File: config.mk
export PLATFORM = sky130hd
export DESIGN_NAME = sha256_nonce_scan
export DESIGN_NICKNAME = d
export VERILOG_FILES = /design/src/rtl/sha256_pkg.sv /design/src/rtl/sha256_digest_serializer.sv /design/src/rtl/sha256_nonce_scan.sv
export SDC_FILE = /design/constraint.sdc
export NUM_CORES = 2
export LEC_CHECK = 0
export ABC_AREA = 1
export BUFFER_PORTS_ARGS = -buffer_cell sky130_fd_sc_hd__buf_2
export CAP_MARGIN = 20
export CORE_AREA = 2 2 519 521
export CTS_CLUSTER_SIZE = 8
export DETAILED_ROUTE_END_ITERATION = 8
export DIE_AREA = 0 0 521 523
export SYNTH_ARGS = -nofsm -noshare
export SYNTH_HDL_FRONTEND = slang
export SYNTH_SLANG_ARGS = --single-unit
File: constraint.sdc
create_clock -name inclk -period 4.3 [get_ports inclk]
set_input_delay 0.86 -clock inclk [delete_from_list [all_inputs] [get_ports inclk]]
set_output_delay 0.86 -clock inclk [all_outputs]
set_load 0.1 [all_outputs]
File: src/rtl/sha256_pkg.sv
// Shared definitions for the nonce-scanning SHA-256 front end.
//   DIGEST_W / BLOCK_W : digest and message block widths
//   state_t            : scan sequencer states
//   lead_zero_ok()     : difficulty test on a digest (leading zero bits from MSB)
package sha256_pkg;

  localparam int unsigned DIGEST_W = 256;
  localparam int unsigned BLOCK_W  = 512;

  typedef enum logic [1:0] {
    IDLE,
    ISSUE,
    WAIT,
    CHECK
  } state_t;

  // True when the top z bits of digest are all zero; z=0 always passes and
  // z=256 requires an all-zero digest (a shift by the full width yields 0).
  function automatic logic lead_zero_ok(input logic [DIGEST_W-1:0] digest,
                                        input int unsigned         z);
    logic [DIGEST_W-1:0] low_mask;
    low_mask = {DIGEST_W{1'b1}} >> z;
    return (digest & ~low_mask) == '0;
  endfunction

endpackage

File: src/rtl/sha256_digest_serializer.sv
// Serial readout of a 256-bit digest in OUT_W-bit beats, MSB beat first.
//   inclk      : system clock, rising edge
//   reset_n    : asynchronous active-low reset
//   start_req  : request a stream; ignored while a stream is active
//   digest     : digest snapshot source, captured on the start cycle
//   hash       : current beat (0 when idle)
//   hash_valid : hash carries a valid beat; high for DIGEST_W/OUT_W cycles
module sha256_digest_serializer
  import sha256_pkg::*;
#(
  parameter int unsigned OUT_W = 8
) (
  input  logic                inclk,
  input  logic                reset_n,
  input  logic                start_req,
  input  logic [DIGEST_W-1:0] digest,
  output logic [OUT_W-1:0]    hash,
  output logic                hash_valid
);

  localparam int unsigned BEATS = DIGEST_W / OUT_W;
  localparam int unsigned CNT_W = (BEATS > 1) ? $clog2(BEATS) : 1;
  localparam logic [CNT_W-1:0] LAST_BEAT = CNT_W'(BEATS - 1);

  // snap holds the beats not yet presented, left-aligned
  logic [DIGEST_W-1:0] snap;
  logic [CNT_W-1:0]    beat;

  always_ff @(posedge inclk or negedge reset_n) begin
    if (!reset_n) begin
      snap       <= '0;
      beat       <= '0;
      hash       <= '0;
      hash_valid <= 1'b0;
    end else if (start_req && !hash_valid) begin
      hash       <= digest[DIGEST_W-1 -: OUT_W];
      snap       <= digest << OUT_W;
      beat       <= '0;
      hash_valid <= 1'b1;
    end else if (hash_valid) begin
      if (beat == LAST_BEAT) begin
        hash       <= '0;
        hash_valid <= 1'b0;
        beat       <= '0;
      end else begin
        hash <= snap[DIGEST_W-1 -: OUT_W];
        snap <= snap << OUT_W;
        beat <= beat + 1'b1;
      end
    end
  end

endmodule

File: src/rtl/sha256_nonce_scan.sv
// Nonce sweep around an external SHA-256 round core.
// Accepts a 512-bit block, substitutes successive nonces into the nonce field,
// launches the core per candidate and tests each digest for Z leading zeros.
//   inclk, reset_n          : clock / async active-low reset
//   blk_valid, block_n, ask : block feeder handshake (accept on ask & blk_valid)
//   core_start, core_block  : candidate launch to the round core
//   core_done, core_digest  : digest return from the round core
//   result                  : 0 = last check hit, 1 = miss / exhausted
//   found, exhausted        : one-cycle outcome pulses
//   nonce_out               : nonce of the last checked candidate
//   readout                 : request serial digest of the last checked candidate
//   hash, hash_valid        : serial digest stream, MSB beat first
module sha256_nonce_scan
  import sha256_pkg::*;
#(
  parameter int unsigned     Z         = 12,
  parameter int unsigned     OUT_W     = 8,
  parameter int unsigned     NONCE_W   = 32,
  parameter int unsigned     NONCE_LSB = 0,
  parameter longint unsigned MAX_TRIES = 64'd1 << NONCE_W
) (
  input  logic                inclk,
  input  logic                reset_n,
  input  logic                blk_valid,
  input  logic [BLOCK_W-1:0]  block_n,
  output logic                ask,
  output logic                core_start,
  output logic [BLOCK_W-1:0]  core_block,
  input  logic                core_done,
  input  logic [DIGEST_W-1:0] core_digest,
  output logic                result,
  output logic                found,
  output logic                exhausted,
  output logic [NONCE_W-1:0]  nonce_out,
  input  logic                readout,
  output logic [OUT_W-1:0]    hash,
  output logic                hash_valid
);

  localparam logic [NONCE_W-1:0] LAST_TRY = NONCE_W'(MAX_TRIES - 64'd1);

  state_t              state;
  logic [NONCE_W-1:0]  tries;     // also the current nonce value
  logic [DIGEST_W-1:0] digest_q;
  logic                checked;   // at least one CHECK since reset
  logic                readout_q;

  function automatic logic [BLOCK_W-1:0] set_nonce(input logic [BLOCK_W-1:0] blk,
                                                   input logic [NONCE_W-1:0] n);
    logic [BLOCK_W-1:0] r;
    r = blk;
    r[NONCE_LSB +: NONCE_W] = n;
    return r;
  endfunction

  // core_block doubles as the latched block: later candidates only rewrite
  // the nonce field in place, so no separate block register is kept.
  always_ff @(posedge inclk or negedge reset_n) begin
    if (!reset_n) begin
      state      <= IDLE;
      ask        <= 1'b1;
      core_start <= 1'b0;
      core_block <= '0;
      result     <= 1'b1;
      found      <= 1'b0;
      exhausted  <= 1'b0;
      nonce_out  <= '0;
      digest_q   <= '0;
      tries      <= '0;
      checked    <= 1'b0;
    end else begin
      core_start <= 1'b0;
      found      <= 1'b0;
      exhausted  <= 1'b0;
      case (state)
        IDLE: begin
          if (blk_valid) begin
            core_block <= set_nonce(block_n, '0);
            tries      <= '0;
            core_start <= 1'b1;
            ask        <= 1'b0;
            state      <= ISSUE;
          end
        end
        ISSUE: state <= WAIT;
        WAIT: begin
          if (core_done) begin
            digest_q  <= core_digest;
            nonce_out <= tries;
            state     <= CHECK;
          end
        end
        CHECK: begin
          checked <= 1'b1;
          if (lead_zero_ok(digest_q, Z)) begin
            result <= 1'b0;
            found  <= 1'b1;
            ask    <= 1'b1;
            state  <= IDLE;
          end else if (tries == LAST_TRY) begin
            result    <= 1'b1;
            exhausted <= 1'b1;
            ask       <= 1'b1;
            state     <= IDLE;
          end else begin
            tries      <= tries + 1'b1;
            core_block <= set_nonce(core_block, tries + 1'b1);
            core_start <= 1'b1;
            state      <= ISSUE;
          end
        end
        default: state <= IDLE;
      endcase
    end
  end

  always_ff @(posedge inclk or negedge reset_n) begin
    if (!reset_n) readout_q <= 1'b0;
    else          readout_q <= readout;
  end

  sha256_digest_serializer #(
    .OUT_W (OUT_W)
  ) u_ser (
    .inclk      (inclk),
    .reset_n    (reset_n),
    .start_req  (readout_q && checked),
    .digest     (digest_q),
    .hash       (hash),
    .hash_valid (hash_valid)
  );

endmodule

==> metrics.cfg <==
[synthesis]
synth_top_family_by_area=simple AND/OR/NAND/NOR gates
synth_cell_type_count=30
synth_compound_area_frac=0.119
muxShareOfSynthArea=0.0641
ys_seq_elements=1071
synth_simple_gate_area_share=0.137
seq_area_frac_synth=0.623
yosys.area_share.xor_xnor=0
avgSynthCellArea_sq_um=10.0
syn_nets=5078
syn_area_sq_um=43000
syn_inst=4298
yosys_warnings=0
synthAdderAreaFrac=0.00203
synth_largest_area_cell=dfrtp_1
synth_top_area_frac=0.622
synthTopCellsByArea=dfrtp_1 (62%), nand2_1 (12%), mux2_2 (6.4%)

[global_route]
grt_pass1_wl_mm=336
grt_max_degree=196
grt_pass1_vias=36000
antenna_found_initial=157
track_usage=0.184
grt-ovfl-total=0

[worst_setup_path]
worstSetupPathType=flop to output pin
crit_chain=buf_2
path_delay_family=buffers and inverters
cp.arrival_ps=1990
cp-end-kind=output pin
max_stage_delay_ps=600
slowest_stage=buf_2
cp.required_ps=3440
critical_path.max_fanout=2
worstSetupStartpointType=flop
path_buf_inv=1

[routing]
drt_iter0_markers=2732
post-route-drc-count=0
drt_wl_total_mm=260
num_vias=36500
ant_nets=0
dr.pass1.iters=5
routedWlPerCell_um=28.2
vias_per_cell=3.96

[layout]
fill_cells=29400
areaGrowthSynthToFinish_pct=35.9
fin_util=0.219
nets=6330
drive_gt1_frac=0.327

[floorplanning]
die_x_um=521
io_pins=1331
rows=190
start_util=0.161
die_y_um=523
die_area_sq_um=272000
core_area_sq_um=267000

[sta]
fin_tns_setup_ps=0
period_share=0.663
tightest_slew_ps=1010
drv_slew=0
setup_slack_ps=1450
whs_ps=150
skew_ps=79.8
worst_slew_margin_rel=0.326
min_period_ps=2850
clock.fmax_ghz=0.351
setup_viol=0
finalHoldViolCount=0
rsz0062_at_grt=false

[clocking]
numCtsBuffers=161
clock_path_buffers=4
path_clk_slew_ps=50
clock_sinks=1071
cts_root_buffer=clkbuf_16
ctsResizeCount=0
cts_tree=yes
htreeDepth=4
insertion_delay_ps=850

[placed_design]
portBuffers=1298
place_ws_ps=1350
gp_congestion=0.972
dp_hpwl_mm=215

[power]
p_leak_nw=28.4
total_power_mw=59.1
p_per_area_nw_per_um2=1010
ir_drop_v=0.000789

[run_status]
status=completed

[min_path]
worstHoldPathType=input pin to flop

[run]
maxCapViolCount=0

==> cells in the final DEF (no fill, tap or decap), drive strengths merged <==
master and n:
nand3 55, nor2 77, o22ai 10, inv 311
clkinvlp 3, nand2 1411, bufinv 2, clkbuf 177
diode 87, buf 1377, nor3 1, o21ai 556
o211ai 7, a22oi 1, a21oi 16, ha 7
dfrtp 1069, dlygate4sd3 1, clkinv 11, or2 2
o221ai 240, a22o 2, mux2 245, dfstp 2
==> what timing repair did <==
item | CTS | global route
buffers inserted | 0 | 0
hold buffers | 1 | 0
endpoints found under the hold margin | 17 | 0
==> metrics by stage <==
stage          cells  cell area (sq um)
2_1_floorplan   4298              43000
3_3_place_gp    8937              53800
3_5_place_dp    8938              53800
4_1_cts         9135              58300
5_1_grt         9171              58400
6_report        9222              58500
==> power breakdown <==
part	total (mW)	leakage [nW]	switching (mW)	internal [mW]
registers	16.4	13.5	2.02	14.4
clock network	11.7	2.17	4.81	6.91
logic	31.0	12.7	25.6	5.37
total	59.1	28.4	32.5	26.7
==> registers in the layout, summed over array words and instances (netlist names), 2 cells and up <==
register and cells:
state 2, u_ser.hash 8, core_block 512, u_ser.snap 248
digest_q 256, u_ser.beat 5, nonce_out 32
==> cell type report <==
type,instances,area (sq um),share of cell area
Clock buffer,177,4150,0.0710
Inverter,308,1160,0.0199
Multi-Input combinational cell,2630,13900,0.238
Tap cell,3552,4440,0.0760
Timing Repair Buffer,1378,7500,0.128
Clock inverter,19,310,0.00531
Antenna cell,87,218,0.00372
Sequential cell,1071,26800,0.458
==> metal layers <==
layer	global-route usage	vias up	wire, um
li1	-	16800	-
met1	0.190	17600	90100
met2	0.295	1549	119000
met3	0.122	457	39100
met4	0.0667	120	10300
met5	0.00433	-	859
==> logic make-up (layout without fill, tap and decap cells) <==
logic type               Yosys count  after routing
multiplexers                     245            245
adder cells (fa/ha/maj)            7              7
AND/OR/NAND/NOR                 1546           1546
flip-flops                      1071           1071
other                              0             87
AO/OA/AOI/OAI                    832            832
buffers and inverters            597           1882
==> worst paths after layout <==
path	start	endpoint	slack, ps	cells past startpoint
worst max-delay path	result$_DFFE_PN1P_	result	1450	1
worst min-delay path	readout	readout_q$_DFF_PN0_	150	1
worst max register to register	digest_q[251]$_DFFE_PN0P_	core_block[24]$_DFFE_PN0P_	1540	6
worst min register to register	digest_q[228]$_DFFE_PN0P_	u_ser.snap[236]$_DFFE_PN0P_	430	2
max in group asynchronous	reset_n	core_block[211]$_DFFE_PN0P_	2330	3
min in group asynchronous	reset_n	u_ser.snap[15]$_DFFE_PN0P_	620	2
==> synth_stat cells <==
cell type / count
o21ai_1: 32
a21oi_1: 16
a22o_1: 2
o211ai_1: 7
a22oi_1: 1
buf_1: 12
o221ai_1: 240
mux2_2: 245
dfstp_2: 2
nand2_1: 1410
ha_1: 7
o22ai_1: 10
or2_1: 1
buf_4: 2
nand3_4: 1
nor2_4: 2
or2_2: 1
clkinv_1: 1
clkbuf_1: 195
buf_2: 76
inv_2: 1
dfrtp_1: 1069
o21ai_0: 524
nor3_1: 1
nor2_1: 75
inv_1: 306
nand3_2: 1
buf_6: 4
nand3_1: 53
nand2_2: 1
Power figures use the tool's default switching activity.
